## src/rtl/phase_noise_source.sv

```systemverilog
// Phase-modulated tone source: accumulator + offset + LFSR noise folded through a quarter-wave sine ROM.
// Latency: tick at edge E -> valid_o after edge E+3; no stalls, config accepted by valid/ready handshake.
module phase_noise_source #(
  parameter int          LUT_ADDR_W = 8,
  parameter logic [15:0] LFSR_SEED  = 16'hACE1
) (
  input  logic               clk_i,
  input  logic               rst_i,
  input  logic               tick_i,
  input  logic [31:0]        fcw_i,
  input  logic signed [15:0] pm_i,
  input  logic               noise_en_i,
  input  logic [3:0]         noise_shift_i,
  input  logic               cfg_valid_i,
  output logic               cfg_ready_o,
  output logic signed [15:0] signal_o,
  output logic [15:0]        phase_o,
  output logic               valid_o
);

  localparam int LUT_N = 2 ** LUT_ADDR_W;

  typedef struct packed {
    logic [31:0] fcw;
    logic [15:0] pm;
    logic        noise_en;
    logic [3:0]  noise_shift;
  } cfg_t;

  function automatic logic signed [15:0] lut_entry(input int idx);
    real x, term, s;
    x    = 1.5707963267948966 * (real'(idx) + 0.5) / real'(LUT_N);
    term = x;
    s    = x;
    for (int n = 1; n < 10; n++) begin
      term = -term * x * x / real'((2 * n) * (2 * n + 1));
      s    = s + term;
    end
    return 16'($rtoi(32767.0 * s + 0.5));
  endfunction

  logic signed [15:0] lut [LUT_N];

  for (genvar i = 0; i < LUT_N; i++) begin : g_lut
    localparam logic signed [15:0] ENTRY = lut_entry(i);
    assign lut[i] = ENTRY;
  end

  cfg_t cfg_in, cfg_shadow, cfg_active, cfg_eff;
  logic pending, xfer;

  assign cfg_in      = '{fcw: fcw_i, pm: pm_i, noise_en: noise_en_i, noise_shift: noise_shift_i};
  assign cfg_ready_o = ~pending;
  assign xfer        = cfg_valid_i & ~pending;

  // A committing tick must see the newest config, whether held in the shadow or offered this cycle.
  always_comb begin
    cfg_eff = cfg_active;
    if (pending)   cfg_eff = cfg_shadow;
    else if (xfer) cfg_eff = cfg_in;
  end

  always_ff @(posedge clk_i or posedge rst_i) begin
    if (rst_i) begin
      cfg_shadow <= '0;
      cfg_active <= '0;
      pending    <= 1'b0;
    end else if (tick_i) begin
      cfg_active <= cfg_eff;
      pending    <= 1'b0;
    end else if (xfer) begin
      cfg_shadow <= cfg_in;
      pending    <= 1'b1;
    end
  end

  logic [31:0]        acc;
  logic [15:0]        lfsr, lfsr_step;
  logic signed [15:0] noise;
  logic               tick_d, s1_vld, s2_vld;
  logic [15:0]        s1_ph, s2_ph;
  logic [LUT_ADDR_W-1:0] s2_k;
  logic               s2_neg;

  // Galois form of x^16+x^14+x^13+x^11+1
  assign lfsr_step = {1'b0, lfsr[15:1]} ^ (lfsr[0] ? 16'hB400 : 16'h0000);
  assign noise     = cfg_active.noise_en ? ($signed(lfsr) >>> cfg_active.noise_shift) : 16'sd0;

  always_ff @(posedge clk_i or posedge rst_i) begin
    if (rst_i) begin
      acc      <= '0;
      lfsr     <= LFSR_SEED;
      tick_d   <= 1'b0;
      s1_vld   <= 1'b0;
      s2_vld   <= 1'b0;
      valid_o  <= 1'b0;
      s1_ph    <= '0;
      s2_ph    <= '0;
      s2_k     <= '0;
      s2_neg   <= 1'b0;
      signal_o <= '0;
      phase_o  <= '0;
    end else begin
      tick_d  <= tick_i;
      s1_vld  <= tick_d;
      s2_vld  <= s1_vld;
      valid_o <= s2_vld;
      if (tick_i) begin
        acc  <= acc + cfg_eff.fcw;
        lfsr <= lfsr_step;
      end
      if (tick_d) s1_ph <= acc[31:16] + cfg_active.pm + noise;
      if (s1_vld) begin
        s2_ph  <= s1_ph;
        s2_neg <= s1_ph[15];
        s2_k   <= s1_ph[14] ? ~s1_ph[13 -: LUT_ADDR_W] : s1_ph[13 -: LUT_ADDR_W];
      end
      if (s2_vld) begin
        signal_o <= s2_neg ? -lut[s2_k] : lut[s2_k];
        phase_o  <= s2_ph;
      end
    end
  end

endmodule

```

## config.mk

```make
export PLATFORM = sky130hd
export DESIGN_NAME = phase_noise_source
export DESIGN_NICKNAME = d
export VERILOG_FILES = /design/src/rtl/phase_noise_source.sv
export SDC_FILE = /design/constraint.sdc
export NUM_CORES = 1
export LEC_CHECK = 0
export CAP_MARGIN = 30
export CORE_MARGIN = 8
export CORE_UTILIZATION = 60
export CTS_BUF_LIST = sky130_fd_sc_hd__clkbuf_4 sky130_fd_sc_hd__clkbuf_8
export DETAILED_ROUTE_END_ITERATION = 10
export DONT_BUFFER_PORTS = 1
export PLACE_DENSITY_LB_ADDON = 0.1
export SYNTH_ARGS = -nofsm -noshare
export SYNTH_HDL_FRONTEND = slang
export SYNTH_SLANG_ARGS = --single-unit
```

## constraint.sdc

```tcl
create_clock -name clk_i -period 21.9 [get_ports clk_i]
set_clock_uncertainty 0.15 [all_clocks]
set_input_delay 4.38 -clock clk_i [delete_from_list [all_inputs] [get_ports clk_i]]
set_output_delay 4.38 -clock clk_i [all_outputs]
set_load 0.02 [all_outputs]
```

# Word-level counts from Yosys, hierarchy flattened
# Memory sizes are Yosys's and may differ from the RTL's.
# Index checks and enable logic that the tools add are counted.
[totals] n_memories=1 inputBits=57 register_bits=232 rom_bits=4096 word_cells=48 out_inout_bits=34
[classes] magnitude_cmp=1 reduce_logical=4 mux=10 shift=1 bitwise=6 addsub=4
[mem_list] memory="(no name shown)" words=256 width=16 rd=1 rd_clocked_by_memory_dff=0 wr=0 line_no="119" text="signal_o <= s2_neg ? -lut[s2_k] : lut[s2_k];"
[op_table] operator="53-bit 2-to-1 mux" n=2
[op_table] operator="16-bit 2-to-1 mux" n=5
[op_table] operator="16-bit adder" n=2
[op_table] operator="32-bit adder" n=1
[op_table] operator="16-bit negator" n=1
[op_table] operator="16-bit by 4-bit >>> shifter with 16-bit output" n=1
[op_table] operator="15-bit by 16-bit XOR with 16-bit output" n=1
[op_table] operator="9-bit greater-or-equal comparator, second input constant" n=1
[op_table] operator="8-bit inverter with 9-bit output" n=1
[op_table] operator="8-bit 2-to-1 mux" n=1
[op_table] operator="8-bit inverter" n=1
[op_table] operator="2-bit AND reduction" n=2
[op_table] operator="2-bit nonzero test" n=2
[op_table] operator="1-bit 2-to-1 mux" n=2
[op_table] operator="1-bit inverter" n=2
[op_table] operator="1-bit bitwise AND" n=1

# Logic depth before layout (Yosys ltp)
# Gate-level depths: netlist of the first run.
[depth] ltp_word=6 depth_mapped=21 ltp_nobuf=19

# Worst setup path after synthesis of the first run
# OpenSTA, ideal clock, no wires.
[synth_path] path_kind="input port to flip-flop" start="input port cfg_valid_i" end="register acc[30]" setup_ps=87 t_arrival_ps=8107 n_path_buf=2 path_slack_ps=13557 t_required_ps=21663 cell_stages=16 cell_sequence="clkbuf_1 -> clkbuf_1 -> mux2i_1 -> o21ai_0 -> ha_1 -> inv_1 -> fa_1 -> nor2b_1 -> o31a_1 -> o21ai_0 -> o311a_1 -> o21ai_0 -> o311a_1 -> or2_2 -> a2111o_1 -> o211ai_1"
[synth_lines] element="start: declaration" line_no="14" text="input logic cfg_valid_i,"
[synth_lines] element="end signal: assignment" line_no="109" text="acc <= acc + cfg_eff.fcw;"
[synth_lines] element="end: declaration" line_no="77" text="logic [31:0] acc;"

==> impl_metrics.py, run 1 <==
metrics = {
    "run_status": {
        "status": "finished clean",
    },
    "global_route": {
        "grt_max_degree": 92,
        "overflow": 0,
        "track_usage_pct": 28.7,
        "grt_pass1_vias": 14600,
        "grt_pass1_wl_mm": 81.8,
        "grt_antenna_before_repair": 0,
    },
    "synthesis": {
        "synth_top_area_share_pct": 31.9,
        "synthCells": 1878,
        "yosysTopAreaCell": "dfrtp_1",
        "ys_seq_area_share_pct": 33.1,
        "synth_area_leaders": "dfrtp_1, mux2_2, ha_1",
        "synth_seq_cells": 231,
        "ys.flop_type": "dfrtp_1",
        "synth_edf_count": 0,
        "netlist_area_um2": 17500,
        "synth_area_per_cell_um2": 9.31,
        "ys_types": 91,
        "yosys_warnings": 0,
        "synth_nets": 2018,
        "synthArstFlopShare_pct": 100,
    },
    "sta": {
        "final.period_utilization_pct": 34.2,
        "setup_violations": 0,
        "setup_slack_ns": 14.41,
        "max_slew_margin_pct": 36.1,
        "fin_crit_ns": 7.49,
        "fin_setup_tns_ns": 0,
        "max_freq_mhz": 134,
        "slew_violations": 0,
        "hold_violations": 0,
        "tightest_slew_ns": 0.957,
        "rsz0062_at_grt": "false",
        "whs_ns": 0.338,
    },
    "clock_tree": {
        "cts_max_path_buffers": 3,
        "cts_tree": "done",
        "cts_inserted_buffers": 40,
        "path_clk_slew_ns": 0.06,
        "ctsResizeCount": 0,
        "htree_num_levels": 2,
        "cts_root_buf": "clkbuf_8",
        "numClockSinks": 231,
        "ctsHoldBuffers": 0,
        "post_cts_buffers": 0,
        "insertion_delay_ns": 0.57,
    },
    "setup_path": {
        "cpMostUsedCell": "o21ai_0",
        "slowest_delay_ns": 0.53,
        "endpoint_kind": "flip-flop",
        "slowest_stage": "o21ai_0",
        "r2r_cells": 11,
        "critical_path_class": "input port to flip-flop",
        "cp_max_fo": 35,
        "cp-start-kind": "input port",
        "cp_cell_sequence": "mux2i_1 > o21ai_0 > ha_1 > inv_1 > fa_1 > nor2b_1 > o31a_1 > o21ai_0 > o311a_1 > o21ai_0 > o311a_1 > nor3_1 > xnor2_1 > mux2_2",
        "crit_arrival_ns": 7.78,
        "worstPathRequired_ns": 22.19,
    },
    "pwr": {
        "power.internal_mw": 1.67,
        "seqPwrFrac_pct": 24.2,
        "comb_power_share_pct": 63.2,
        "p_sw_mw": 1.66,
        "power_mw": 3.33,
        "swShare_pct": 49.8,
        "power.leakage_nw": 7.59,
        "p_per_area_nw_per_um2": 182,
        "vdd_drop_max_v": 0.000112,
        "clkPwrFrac_pct": 12.6,
    },
    "min_path": {
        "hp-class": "flip-flop to flip-flop",
        "hold_depth": 1,
    },
    "detailed_routing": {
        "postRouteAntennaNets": 0,
        "wl_per_cell_um": 23.4,
        "dr.pass1.iters": 6,
        "remaining_drc_errors": 0,
        "drt_wl_total_mm": 51.6,
        "drt_iter0_drc": 1488,
        "dr_total_vias": 14900,
        "routed_via_density": 6.75,
    },
    "cells_and_area": {
        "layout_common_cells": "dfrtp_1, mux2_2, nand2_1",
        "fin_nets": 1931,
        "layout_commonest_cell": "dfrtp_1",
        "drive_gt1_share_pct": 18.3,
        "finalNonFillerCells": 2203,
        "num_antenna_cells": 0,
        "synthToLayoutAreaGrowth_pct": 4.88,
    },
    "placed_design": {
        "hpwl_mm": 36.0,
        "routabilityCongestion": 0.983,
        "place_ws_ns": 13.83,
        "io_buffers": 0,
        "placedCellCount": 2133,
    },
    "die": {
        "die_h_um": 187,
        "start_util_pct": 60.9,
        "die_w_um": 187,
        "core-area_um2": 28700,
        "core.rowCount": 62,
        "io_pins": 91,
        "die_area_um2": 34800,
    },
    "run": {
        "cap_violations": 0,
    },
}
==> layer usage <==
layer | up-vias | routed length [um] | track usage [%]
met4 | 0 | 3360 | 16.7
met1 | 7173 | 19800 | 34.5
met2 | 693 | 24100 | 46.9
met5 | - | 0 | 0
met3 | 226 | 4360 | 6.43
li1 | 6787 | - | -
==> flip-flops by register name, indices dropped and copies added (netlist names) <==
signal	cells
s2_ph	16
s2_k	8
tick_d	1
signal_o	16
phase_o	16
lfsr	16
s1_vld	1
cfg_shadow	53
s1_ph	16
cfg_active	53
valid_o	1
acc	32
pending	1
s2_vld	1
==> metrics by stage <==
| stage | util [%] | instance area [um^2] |
|---|---|---|
| after CTS | 63.9 | 18300 |
| after detailed placement | 60.8 | 17500 |
| after global placement | 60.7 | 17400 |
| after floorplan | - | 17500 |
| final | 63.9 | 18300 |
| after global routing | 63.9 | 18300 |
==> cell usage after synthesis, types with 23 or more instances <==
cell / number
nor2_1: 106
a22oi_1: 29
inv_1: 46
nand3_1: 29
a21oi_1: 113
nor3_1: 32
mux2_2: 176
nor2b_1: 36
xnor2_1: 47
a31oi_1: 23
mux2i_1: 58
o21ai_0: 133
a211oi_1: 37
nand2b_1: 39
clkbuf_1: 83
dfrtp_1: 223
buf_2: 35
ha_1: 64
nand2_1: 156
==> path summary, 6_finish.rpt <==
kind / slack (ns) / start / endpoint
max: 14.41 / cfg_valid_i / acc[26]
min: 0.34 / s2_ph[5] / phase_o[5]
max reg2reg: 16.41 / s2_k[0] / signal_o[14]
min reg2reg: 0.34 / s2_ph[5] / phase_o[5]
max in group asynchronous: 15.90 / rst_i / acc[16]
min in group asynchronous: 3.61 / rst_i / signal_o[9]
==> critical path, delay by kind of cell <==
family	cells	cell delay, ns
simple gates	2	0.26
buf+inv	1	0.07
mux	2	0.36
xor+xnor	1	0.12
fa+ha+maj	2	0.66
compound gates	6	1.92
==> logic make-up (layout without fill, tap and decap cells) <==
| family | Yosys count | after routing | share of synthesized area (%) |
|---|---|---|---|
| fa+ha+maj | 83 | 83 | 6.76 |
| compound gates | 565 | 565 | 22.0 |
| simple gates | 489 | 489 | 13.6 |
| buf+inv | 207 | 148 | 5.37 |
| mux | 246 | 246 | 16.2 |
| flops | 231 | 231 | 33.1 |
| xor+xnor | 57 | 57 | 2.86 |
==> layout make-up <==
cell class,count,area [um^2]
sequential,231,5800
clock inverter,11,105
timing repair buffer,26,228
inverter,52,203
fill,2388,10400
multi-input combinational,1440,10700
clock buffer,59,762
tap,384,480
==> power groups by stage <==
stage,Clock (mW),Combinational [mW],Sequential [mW]
global route,0.447,2.27,0.830
detailed placement,0,2.05,0.814
floorplan,0,1.62,0.715
finish,0.418,2.10,0.807
CTS,0.428,2.06,0.808
global placement,0,2.03,0.808
Note: power is estimated with default switching activity, not from simulation.
==> inputs of run 2 (changes only) <==
clock period = 6.3 ns   (was 21.9 ns; I/O delays follow)
==> run 2 against run 1 <==
  * Final cell count rose by 0.32%
  * Hold slack got worse by 0.0012 ns
  * First-iteration DRC count fell by 5.2%
  * Clock-buffer cell count rose by 1
  * Final area rose by 0.23%
  * Largest cell class unchanged
==> impl_metrics.py, run 2 (synthesis results as in run 1) <==
metrics = {
    "detailed_routing": {
        "top_layer": "met4",
        "dr.pass1.iters": 8,
        "drt_wl_total_mm": 53.7,
        "met2_length_mm": 25.0,
        "wl_met1_mm": 20.4,
        "remaining_drc_errors": 0,
        "drt_iter0_drc": 1410,
        "routed_via_density": 6.84,
        "wl_per_cell_um": 24.3,
        "dr_total_vias": 15100,
        "wl_met3_mm": 4.65,
        "postRouteAntennaNets": 0,
    },
    "die": {
        "die_area_um2": 34800,
        "io_pins": 91,
        "start_util_pct": 60.9,
        "core-area_um2": 28700,
        "core.rowCount": 62,
        "die_h_um": 187,
        "die_w_um": 187,
    },
    "clock_tree": {
        "cts_max_path_buffers": 3,
        "ctsResizeCount": 0,
        "ctsHoldBuffers": 0,
        "htree_num_levels": 2,
        "insertion_delay_ns": 0.56,
        "numClockSinks": 231,
        "post_cts_buffers": 0,
        "cts_root_buf": "clkbuf_8",
        "path_clk_slew_ns": 0.06,
        "cts_inserted_buffers": 40,
        "cts_tree": "done",
    },
    "global_route": {
        "grt_pass1_vias": 14900,
        "grt_pass1_wl_mm": 85.0,
        "grt_antenna_before_repair": 0,
        "overflow": 0,
        "track_usage_pct": 29.9,
        "grt_max_degree": 154,
    },
    "pwr": {
        "vdd_drop_max_v": 0.000292,
        "comb_power_share_pct": 63.7,
        "p_per_area_nw_per_um2": 641,
        "seqPwrFrac_pct": 24.1,
        "power.internal_mw": 5.86,
        "swShare_pct": 50.3,
        "power.leakage_nw": 7.62,
        "clkPwrFrac_pct": 12.2,
        "p_sw_mw": 5.92,
    },
    "cells_and_area": {
        "top_regs": "cfg_active (53), cfg_shadow (53), acc (32)",
        "layout_commonest_cell": "dfrtp_1",
        "fin_nets": 1936,
        "drive_gt1_share_pct": 18.6,
        "finish.utilization_pct": 64.0,
        "num_antenna_cells": 0,
        "multi_input_area_um2": 10700,
        "fillers": 2401,
        "layout_common_cells": "dfrtp_1, mux2_2, nand2_1",
        "synthToLayoutAreaGrowth_pct": 5.12,
        "ff_latch_area_um2": 5800,
        "finalNonFillerCells": 2210,
    },
    "placed_design": {
        "routabilityCongestion": 1.04,
        "hpwl_mm": 37.7,
        "placedCellCount": 2138,
        "io_buffers": 0,
    },
    "setup_path": {
        "crit_arrival_ns": 5.22,
        "cp_max_fo": 18,
        "worstPathRequired_ns": 6.55,
        "cp-start-kind": "flip-flop",
        "critical_path_class": "flip-flop to flip-flop",
        "endpoint_kind": "flip-flop",
    },
    "sta": {
        "fin_setup_tns_ns": 0,
        "max_freq_mhz": 202,
        "max_slew_margin_pct": 36.6,
        "hold_violations": 0,
        "tightest_slew_ns": 0.945,
        "fin_crit_ns": 4.96,
        "rsz0062_at_grt": "false",
        "final.period_utilization_pct": 78.8,
        "setup_violations": 0,
        "slew_violations": 0,
    },
    "run": {
        "cap_violations": 0,
    },
    "min_path": {
        "hp-class": "flip-flop to flip-flop",
    },
    "run_status": {
        "status": "finished clean",
    },
}
[run 2: worst max-delay path, stage by stage (launching register included)]
cell and delay [ns]:
dfrtp_1 0.81, mux2_2 0.42, nor2_1 0.08, a21oi_1 0.06, nand2_1 0.08, o21ai_0 0.12, o211a_1 0.25, fa_1 0.49
ha_1 0.16, inv_1 0.06, fa_1 0.45, nor2b_1 0.11, o21ai_0 0.10, a21oi_1 0.19, o21ai_0 0.12, a21oi_1 0.24
o2111ai_1 0.23, a311oi_1 0.42, nor3_1 0.09, nand3b_1 0.16
[run 2: worst paths after layout]
check	start	depth (start not counted)	slack, ns	to
setup / recovery	cfg_active[0]	19	1.34	s1_ph[15]
hold / removal	cfg_active[5]	2	0.34	cfg_active[5]
setup reg to reg	cfg_active[0]	19	1.34	s1_ph[15]
hold reg to reg	cfg_active[5]	2	0.34	cfg_active[5]
max in group asynchronous	rst_i	2	4.38	s2_k[3]
min in group asynchronous	rst_i	1	0.36	lfsr[9]
[run 2: power groups by stage]
stage	clock network, mW	registers, mW	logic, mW
floorplan	0	2.49	5.62
global placement	0	2.84	7.19
detailed placement	0	2.86	7.23
CTS	1.46	2.84	7.27
global route	1.54	2.92	8.03
finish	1.44	2.84	7.50
[run 2: metrics by stage]
step           hold slack, ns  total power, mW  instance area [um^2]  worst slack, ns
2_1_floorplan           0.202             8.11                 17500             1.08
3_3_place_gp            0.317             10.0                 17500             1.46
3_5_place_dp            0.330             10.1                 17500             1.39
4_1_cts                 0.344             11.6                 18400             1.36
5_1_grt                 0.357             12.5                 18400            0.939
6_report                0.337             11.8                 18400             1.34
[run 2: layout make-up]
type	count	area share [%]
clock inverters	12	0.579
flip-flops and latches	231	31.6
well taps	384	2.62
clock buffers	60	4.05
inverters	52	1.08
repair buffers	31	1.58
multi-input cells	1440	58.5
[run 2: per-layer routing]
| layer | vias to the layer above | track usage [%] |
|---|---|---|
| li1 | 6792 | - |
| met1 | 7260 | 36.0 |
| met2 | 818 | 48.8 |
| met3 | 247 | 6.34 |
| met4 | 0 | 18.2 |
| met5 | - | 0 |
==> inputs of run 3 (changes only) <==
clock period = 4.91 ns   (was 6.3 ns; I/O delays follow)
==> run 3 against run 2 <==
  * Final area rose by 2.2%
  * Hold slack got worse by 0.050 ns
  * Via count grew 1.3%
  * Register-to-register slack worse by 1.0 ns
  * Clock power is 28% higher
  * Setup slack got worse by 1.0 ns
  * Largest cell class unchanged
==> impl_metrics.py, run 3 (synthesis results as in run 1) <==
metrics = {
    "cells_and_area": {
        "synthToLayoutAreaGrowth_pct": 7.42,
        "drive_gt1_share_pct": 20.9,
        "finish.utilization_pct": 65.4,
        "fin_nets": 1988,
        "layout_common_cells": "dfrtp_1, mux2_2, nand2_1",
        "top_regs": "cfg_active (53), cfg_shadow (53), acc (32)",
        "layout_commonest_cell": "dfrtp_1",
        "num_antenna_cells": 0,
    },
    "setup_path": {
        "path_buf_inv": 1,
        "reg2reg_slack_ns": 0.33,
        "cpLargestDelayFamily": "compound AO/OA/AOI/OAI gates",
        "crit-reg2reg-launch": "cfg_active[1]",
        "cp-start-kind": "flip-flop",
        "slowest_delay_ns": 0.50,
        "crit_arrival_ns": 4.86,
        "cpMostUsedCell": "o21ai_0",
        "cp_cell_sequence": "inv_1 > mux2i_1 > nand2_1 > o21ai_0 > nor2_1 > a211oi_1 > fa_1 > ha_1 > a21o_1 > a21oi_1 > o21ai_0 > a21oi_1 > o21ai_0 > a41o_1 > o41ai_1 > mux2i_1 > nand3_1",
        "endpoint_kind": "flip-flop",
        "r2r_end": "s1_ph[14]",
        "r2r_cells": 17,
        "cp_num_cells": 17,
        "worstPathRequired_ns": 5.19,
        "critical_path_class": "flip-flop to flip-flop",
        "slowest_stage": "fa_1",
        "cp_max_fo": 12,
    },
    "sta": {
        "slew_violations": 0,
        "max_slew_margin_pct": 39.4,
        "fin_setup_tns_ns": 0,
        "final.period_utilization_pct": 93.3,
        "max_freq_mhz": 218,
        "tightest_slew_ns": 0.900,
        "hold_violations": 0,
        "fin_crit_ns": 4.58,
        "setup_violations": 0,
        "rsz0062_at_grt": "false",
    },
    "pwr": {
        "comb_power_share_pct": 65.3,
        "swShare_pct": 49.7,
        "vdd_drop_max_v": 0.000376,
        "seqPwrFrac_pct": 22.8,
        "p_per_area_nw_per_um2": 826,
        "clkPwrFrac_pct": 11.8,
        "p_sw_mw": 7.71,
        "power_mw": 15.5,
        "power.internal_mw": 7.80,
        "power.leakage_nw": 7.87,
    },
    "detailed_routing": {
        "routed_via_density": 6.76,
        "drt_wl_total_mm": 55.4,
        "remaining_drc_errors": 0,
        "drt_iter0_drc": 1492,
        "wl_per_cell_um": 24.5,
        "dr.pass1.iters": 10,
        "dr_total_vias": 15300,
        "postRouteAntennaNets": 0,
    },
    "global_route": {
        "grt_pass1_wl_mm": 87.2,
        "grt_max_degree": 108,
        "overflow": 0,
        "grt_pass1_vias": 15200,
        "track_usage_pct": 31.0,
        "grt_antenna_before_repair": 0,
    },
    "placed_design": {
        "routabilityCongestion": 1.06,
        "hpwl_mm": 40.0,
        "io_buffers": 0,
    },
    "clock_tree": {
        "insertion_delay_ns": 0.55,
        "htree_num_levels": 2,
        "ctsHoldBuffers": 0,
        "cts_tree": "done",
        "cts_root_buf": "clkbuf_8",
        "cts_max_path_buffers": 3,
        "numClockSinks": 231,
        "path_clk_slew_ns": 0.06,
        "cts_inserted_buffers": 41,
    },
    "run_status": {
        "status": "finished clean",
    },
    "die": {
        "die_area_um2": 34800,
        "die_h_um": 187,
        "die_w_um": 187,
        "core-area_um2": 28700,
        "io_pins": 91,
        "core.rowCount": 62,
        "start_util_pct": 60.9,
    },
    "run": {
        "cap_violations": 0,
    },
    "min_path": {
        "hp-class": "input port to async pin",
    },
}
## run 3: stage by stage
| step | setup slack [ns] | cell area (um^2) | instances | hold WS [ns] |
|---|---|---|---|---|
| 2_1_floorplan | 0.0293 | 17500 | 1878 | 0.202 |
| 3_3_place_gp | 0.371 | 17900 | 2188 | 0.319 |
| 3_5_place_dp | 0.351 | 17900 | 2189 | 0.335 |
| 4_1_cts | 0.297 | 18800 | 2263 | 0.264 |
| 5_1_grt | 0.00141 | 18800 | 2263 | 0.295 |
| 6_report | 0.330 | 18800 | 2263 | 0.287 |
## run 3: cell type report
cell class	instances	area [um^2]
tap	384	480
fill	2307	9930
clock inverter	11	71.3
sequential	231	5800
inverter	52	199
multi-input combinational	1440	10800
timing repair buffer	82	673
clock buffer	63	792
## run 3: power by group through the flow
stage	sequential (mW)	combinational [mW]	clock, mW
5_1_grt	3.63	10.8	1.97
3_5_place_dp	3.57	9.74	0
6_report	3.54	10.1	1.84
4_1_cts	3.55	9.79	1.89
2_1_floorplan	3.19	7.21	0
3_3_place_gp	3.54	9.76	0
## run 3: worst max path at each step
stage	endpoint	from
floorplan	acc[30]	cfg_valid_i
global placement	s1_ph[14]	cfg_active[0]
detailed placement	s1_ph[15]	cfg_active[0]
CTS	s1_ph[15]	cfg_active[0]
global route	s1_ph[14]	cfg_active[1]
finish	s1_ph[14]	cfg_active[1]
## run 3: timing repair
item | in CTS | in global routing
resized for setup | 0 | 1
endpoints found under the hold margin | 0 | 0
buffers inserted | 0 | 0
setup endpoints to repair | 0 | 1
## run 3: worst register-to-register path, cell delays in order (launching register included)
cell and delay (ns):
dfrtp_1 0.38, inv_1 0.33, mux2i_1 0.29, nand2_1 0.07, o21ai_0 0.14, nor2_1 0.08
a211oi_1 0.27, fa_1 0.50, ha_1 0.30, a21o_1 0.18, a21oi_1 0.21, o21ai_0 0.11
a21oi_1 0.24, o21ai_0 0.22, a41o_1 0.32, o41ai_1 0.36, mux2i_1 0.24, nand3_1 0.08
## run 3: layer usage
| layer | GRT usage (%) | vias up | wire (um) |
|---|---|---|---|
| met2 | 50.0 | 873 | 25700 |
| met4 | 18.8 | 0 | 3620 |
| met5 | 0 | - | 0 |
| met3 | 7.48 | 243 | 5190 |
| met1 | 37.2 | 7284 | 20900 |
| li1 | - | 6906 | - |
